**src/rtl/mux4_sel_arbiter.sv**
```systemverilog
// Round-robin arbiter that drives the select lines of a 4:1 mux, limits each grant with a hold
// counter and returns the mux output as a registered sample stream. FIXED_PRIO_EN: fixed priority.
module mux4_sel_arbiter #(
   parameter int MAX_HOLD = 8,
   parameter int HOLD_W   = 4
) (
   input  logic       clk,
   input  logic       rst_n,
   input  logic [3:0] req,
   input  logic       mux_out,
   output logic       s0,
   output logic       s1,
   output logic [3:0] gnt,
   output logic       busy,
   output logic       data_q,
   output logic       data_vld
);

   typedef enum logic [1:0] {
      IDLE    = 2'd0,
      GRANT   = 2'd1,
      RELEASE = 2'd2
   } state_t;

   state_t              state, state_d;
   logic [1:0]          sel, sel_d;
   logic [3:0]          gnt_d;
   logic [HOLD_W-1:0]   hold_cnt, hold_d;
   logic                busy_d, data_q_d, data_vld_d;
   logic [1:0]          winner;
`ifndef FIXED_PRIO_EN
   logic [1:0]          rr_ptr, rr_d;
`endif

   assign s0 = sel[0];
   assign s1 = sel[1];

`ifdef FIXED_PRIO_EN
   // Scan from the highest index down so the lowest asserted request is the last write.
   always_comb begin
      winner = 2'd0;
      for (int i = 3; i >= 0; i--) begin
         if (req[i]) winner = 2'(i);
      end
   end
`else
   // Scan rr_ptr+4 (= rr_ptr) down to rr_ptr+1; the nearest channel after the pointer wins.
   always_comb begin
      logic [1:0] cand;
      winner = 2'd0;
      cand   = 2'd0;
      for (int i = 4; i >= 1; i--) begin
         cand = rr_ptr + 2'(i);
         if (req[cand]) winner = cand;
      end
   end
`endif

   // NOTE: every signal gets its hold value first, so no path through the case can infer a latch.
   always_comb begin
      state_d    = state;
      sel_d      = sel;
      gnt_d      = gnt;
      hold_d     = hold_cnt;
      busy_d     = busy;
      data_q_d   = data_q;
      data_vld_d = data_vld;
`ifndef FIXED_PRIO_EN
      rr_d       = rr_ptr;
`endif
      case (state)
         IDLE: begin
            gnt_d      = 4'b0000;
            busy_d     = 1'b0;
            data_vld_d = 1'b0;
            if (|req) begin
               state_d = GRANT;
               gnt_d   = 4'b0001 << winner;
               sel_d   = winner;
               hold_d  = '0;
               busy_d  = 1'b1;
`ifndef FIXED_PRIO_EN
               rr_d    = winner;
`endif
            end
         end
         GRANT: begin
            // The exit edge still samples: the mux is valid for the whole last grant cycle.
            data_q_d   = mux_out;
            data_vld_d = 1'b1;
            busy_d     = 1'b1;
            hold_d     = hold_cnt + HOLD_W'(1);
            if (!req[sel] || hold_cnt == HOLD_W'(MAX_HOLD - 1)) begin
               state_d = RELEASE;
               gnt_d   = 4'b0000;
            end
         end
         RELEASE: begin
            state_d    = IDLE;
            gnt_d      = 4'b0000;
            busy_d     = 1'b0;
            data_vld_d = 1'b0;
         end
         default: begin
            state_d    = IDLE;
            gnt_d      = 4'b0000;
            busy_d     = 1'b0;
            data_vld_d = 1'b0;
         end
      endcase
   end

   // NOTE: state registers use non-blocking assignments so all flops update from pre-edge values.
   always_ff @(posedge clk or negedge rst_n) begin
      if (!rst_n) begin
         state    <= IDLE;
         sel      <= 2'd0;
         gnt      <= 4'b0000;
         hold_cnt <= '0;
         busy     <= 1'b0;
         data_q   <= 1'b0;
         data_vld <= 1'b0;
`ifndef FIXED_PRIO_EN
         rr_ptr   <= 2'd3;
`endif
      end else begin
         state    <= state_d;
         sel      <= sel_d;
         gnt      <= gnt_d;
         hold_cnt <= hold_d;
         busy     <= busy_d;
         data_q   <= data_q_d;
         data_vld <= data_vld_d;
`ifndef FIXED_PRIO_EN
         rr_ptr   <= rr_d;
`endif
      end
   end

endmodule

```
**config.mk**
```make
export PLATFORM = sky130hd
export DESIGN_NAME = mux4_sel_arbiter
export DESIGN_NICKNAME = d
export VERILOG_FILES = /design/src/rtl/mux4_sel_arbiter.sv
export SDC_FILE = /design/constraint.sdc
export NUM_CORES = 1
export LEC_CHECK = 0
export ABC_AREA = 1
export CORE_ASPECT_RATIO = 1.4
export CORE_MARGIN = 2
export CORE_UTILIZATION = 51
export DETAILED_ROUTE_END_ITERATION = 10
export HOLD_SLACK_MARGIN = 0.06
export PLACE_DENSITY = 0.86
export SLEW_MARGIN = 20
export SYNTH_ARGS = -nofsm -noshare
export SYNTH_HDL_FRONTEND = slang
export SYNTH_SLANG_ARGS = --single-unit
```
**constraint.sdc**
```tcl
create_clock -name clk -period 2 [get_ports clk]
set_clock_uncertainty 0.15 [all_clocks]
set_input_delay 0.4 -clock clk [delete_from_list [all_inputs] [get_ports clk]]
set_output_delay 0.4 -clock clk [all_outputs]
set_load 0.01 [all_outputs]
```
## Word level (Yosys, flattened, before mapping)

Cells that the tools add are included.

- Order comparisons: 5
- Eq/ne operators: 4
- Reductions and logical operators: 8
- Shifts and indexed selects: 1
- Muxes and demuxes: 25
- $add $sub $neg: 4

Operators with widths:

| operator | number |
|---|---|
| case mux 4 bit (2 select lines) | 2 |
| < comparator 2 x 3 -> 1 bit, second input constant | 5 |
| 2-to-1 mux 2 bit | 6 |
| 2-to-1 mux 4 bit | 3 |
| binary-select mux 1 bit (select 2 bit) | 5 |
| 2-to-1 mux 1 bit | 7 |
| AND reduction 2 bit | 3 |
| adder 2 bit, second input constant | 2 |
| adder 4 x 1 -> 4 bit, second input constant | 1 |
| == test 4 x 3 -> 1 bit, second input constant | 1 |
| != test 2 bit, second input constant | 2 |
| case mux 2 bit (2 select lines) | 1 |
| OR reduction 4 bit | 1 |
| left shift 1 x 2 -> 4 bit, first input constant | 1 |
| adder 2 x 1 -> 2 bit, second input constant | 1 |
| == test 2 x 1 -> 1 bit, second input constant | 1 |
| logical NOT 2 bit | 1 |
| case mux 1 bit (2 select lines) | 1 |
| nonzero test 2 bit | 1 |
| logical NOT 1 bit | 1 |
| logical OR 1 bit | 1 |

- Input port bits: 7
- Flip-flop bits (word level): 17

## Longest topological paths before layout

- Depth in word-level cells: 9
- Mapped depth: 12
- Mapped depth without buffers: 11

## Worst setup path before layout

No wires, ideal clock.

- Path type: register -> register
- From: register rr_ptr[0]
- To: register sel[0]
- Data arrival time: 1.278 ns
- Slack: 0.454 ns
- Library setup time: 0.118 ns
- Cell stages (with the launch flop): 13
- Buffers on the path: 1
- Cells stage by stage: dfstp_2 buf_6 inv_8 nand2_2 nand2_2 nand2_2 nand2_2 nand2_2 nand2_2 nand2_2 nand2_2 nand2_2 o21ai_2

- Cells in the longest elaborated chain, start to end: 6
- Elaborated cells between the ends (all ways): 15
- Those cells by class: add/sub (3); mux (12)

RTL lines:

| item | RTL line | text |
|---|---|---|
| from (decl) | 32 | `logic [1:0] rr_ptr, rr_d;` |
| from (signal assigned) | 135 | `rr_ptr <= rr_d;` |
| adder 2 bit / binary-select mux 1 bit (select 2 bit) (equally long branches) | 53, 54 |  |
| binary-select mux 1 bit (select 2 bit) / 2-to-1 mux 1 bit (equally long branches) | 54 | `if (req[cand]) winner = cand;` |
| 2-to-1 mux 1 bit (not written as such) / 2-to-1 mux 2 bit (equally long branches) | 54 |  |
| 2-to-1 mux 2 bit (2 in series) | 54 |  |
| 2-to-1 mux 2 bit * | 54 |  |
| to (signal assigned) | 128 | `sel <= sel_d;` |
| to (decl) | 26 | `logic [1:0] sel, sel_d;` |

Mark *: on every way between the ends. The rest lies on a longest branch, timed or not. The select of a mux whose other input is x is not followed.
A chain may end at the register's enable or synchronous reset.

## Worst setup path in the final report

- From: register sel[0]
- To: output port s0

RTL lines:

| item | RTL line | text |
|---|---|---|
| to (decl) | 11 | `output logic s0,` |

No word-level cell between the ends.

==> impl_results.md <==
- Status: completed
- Seq/Total Area, Yosys: 43.68%
- Root Driver: clkbuf_4
- Cell Count, Final, Fillers Out: ~170
- Iter 0 DRT Violations: 29
- Top Family by Delay on Critical Path: buffers and inverters
- Vias in the first global route: 814
- Slew of the pin with the lowest slew margin: 257.6 ps
- Initial antenna violation count: 0
- Max_cap viols: 0
- #FFs+latches synth: 17
- Top_reg_cell synth: dfrtp_1
- Die Area: 0.002292 mm^2
- Starting Density: 55.06%
- DR top layer: met4
- Startpoint Class: flip-flop
- Placed cells: 162
- Netlist cell types: 20
- Critical-path cell list: clkdlybuf4s50_1
- Mapped cell area: 979.7 um^2
- Met2 WL: ~1100 um
- Cells after synthesis: 126
- WL met3: 78 um
- Clk Latency, worst-skew pair: 270 ps
- Diodes inserted: 0
- Max Buffers Root-to-Sink: 2
- Leading area contributor after synthesis: dfrtp_1
- Area of the multi-input gates: 476.7 um^2
- Synth area leaders: dfrtp_1 (38%), nand2_1 (14%), nand2_2 (11%)
- Core ar.: 0.001779 mm^2
- Row cnt: 18
- DP Wirelength: between 1500 and 2000 um
- GRT overflow: 0
- Wire per inst: about 12 um
- Ratio of cells with drive above 1 in the final layout: between 20% and 30%
- Top-count cell post-synth: nand2_1
- Crit path required time: 1450 ps
- Sequential cell area: 427.9 um^2
- DRT Wirelength: about 2000 um
- Arrival time at the worst endpoint: ~1200 ps
- # H-tree levels: 1
- Slew margin rel.: between 80 and 90%
- CP bufs+invs: 1
- Synth Area per Inst: 7.775 um^2
- Worst VDD drop: ~930 uV
- Final WS setup: 241.2 ps
- Power Density: 1649 mW/mm^2
- Number of detailed-route iterations in the first pass: 4
- Largest net degree at the start of global routing: 18
- Setup TNS: 0 ps
- Lkg Pwr: about 0.6 nW
- Antenna viol nets, final: 0
- Overall global routing resource usage: about a fifth
- Post-synth top area share: between 30% and 40%
- Worst-path clk slew: 90 ps
- Pre-CTS setup slack: -14.01 ps
- Layout area overhead: 20.95%
- Ys Warns: 0
- Setup violators final: 0
- # nets final: 155
- CTS-repair resized insts: 0
- Fill cells: 160
- Largest fanout on the critical path: 4
- First-pass GRT wire length: approximately 3200 um
- Vias: 909
- Post-Route M1 WL: 795 um
- Post-CTS Setup Bufs: 0
- Reg-to-reg slack, setup: 240 ps
- Hold_buf cts: 0
- Hold Violations, Final: 0
- Fmax: between 0.5 and 0.6 GHz
- Asr flop ratio synth: 100.0%
- Max incr delay on CP: between 500 and 600 ps
- Period utilisation layout: 87.94%
- Port Buffer Count: 15
- Vias/cell: 5.476
- RSZ-0062 raised after global routing: false
- Total power: 1.954 mW
- Top post-synthesis cells by count: nand2_1 (36), nand2_2 (18), dfrtp_1 (15), nand3_1 (9)
- Min Hold Slack: approximately 290 ps
- Final max-slew violation count: 0
- Critical-path top delay cell: clkdlybuf4s50_1
- CTS tree: built
- # IOs: 16
- CTS buffer count: 3
- Sink Count: 17
- CP endpoint kind: output pin
- Syn Nets: 134
- Die W: 41.04 um
- Final min period: 1759 ps
- RD Place Congestion: 0.7004
- Worst hold path class: in2async
- DR DRC count: 0
- DIE HEIGHT: 55.86 um
- EDFF count, synth: 0
- Worst Setup Path Type: reg2out
-- placed cells by master (no fill, tap or decap) --
| cell type | count |
|---|---|
| buf_4 | 2 |
| inv_1 | 8 |
| clkbuf_4 | 3 |
| clkdlybuf4s50_1 | 15 |
| inv_8 | 1 |
| o21ai_1 | 8 |
| nand2_1 | 36 |
| dfstp_2 | 2 |
| o21ai_0 | 1 |
| nand4_1 | 3 |
| inv_2 | 6 |
| ha_1 | 1 |
| nand3_2 | 2 |
| o21ai_2 | 2 |
| dfrtp_1 | 15 |
| a21oi_1 | 5 |
| nor2_2 | 1 |
| nand2_2 | 18 |
| nor2_1 | 5 |
| xor2_1 | 1 |
| nand3_1 | 9 |
| nor2_4 | 1 |
| clkbuf_1 | 1 |
-- worst paths after layout --
check,endpoint,cells after the start,startpoint
setup / recovery,s0,1,sel[0]$_DFFE_PN0P_
min in group clk,gnt[1]$_DFFE_PN0P_,2,gnt[1]$_DFFE_PN0P_
hold / removal,gnt[0]$_DFFE_PN0P_,2,rst_n
max in group asynchronous,rr_ptr[1]$_DFFE_PN1P_,2,rst_n
setup reg to reg,sel[0]$_DFFE_PN0P_,11,rr_ptr[0]$_DFFE_PN1P_
hold reg to reg,gnt[1]$_DFFE_PN0P_,2,gnt[1]$_DFFE_PN0P_
-- power breakdown --
part / internal (mW) / total, mW / switching [mW]
Sequential: 0.503 / 0.634 / 0.131
Combinational: 0.444 / 1.15 / 0.707
Clock: 0.0770 / 0.168 / 0.0909
-- final cells by class --
cell class | instances | share of cell area (%)
sequential | 17 | 36.11
tap | 20 | 2.112
multi-input combinational | 93 | 40.23
inverter | 15 | 5.385
timing repair buffer | 17 | 13.94
clock buffer | 4 | 2.218
-- stage by stage --
step	utilization, %	area [um^2]
3_3_place_gp	65.12	1159
2_1_floorplan	-	979.7
6_report	66.60	1185
3_5_place_dp	65.12	1159
5_1_grt	66.60	1185
4_1_cts	66.60	1185
-- registers in the layout, indices dropped and copies added (netlist names) --
name      flops
hold_cnt      4
sel           2
data_vld      1
data_q        1
gnt           4
busy          1
state         2
rr_ptr        2
-- metal layers --
layer  track usage [%]  vias to the layer above
met2             34.38                       33
met3             2.000                        6
met5                 0                        -
met1             22.34                      426
li1                  -                      444
met4             6.190                        0
-- kinds of logic (layout without fill, tap and decap cells) --
logic type / count (synthesis) / after routing / synth area share (%)
and+or+nand+nor: 75 / 75 / 37.55
AOI/OAI and AO/OA: 16 / 16 / 8.940
buffers and inverters: 16 / 36 / 7.663
DFF: 17 / 17 / 43.68
adders and majority gates: 1 / 1 / 1.277
xor gates and xnor gates: 1 / 1 / 0.8942
No activity file was read; power rests on OpenSTA's default activity.
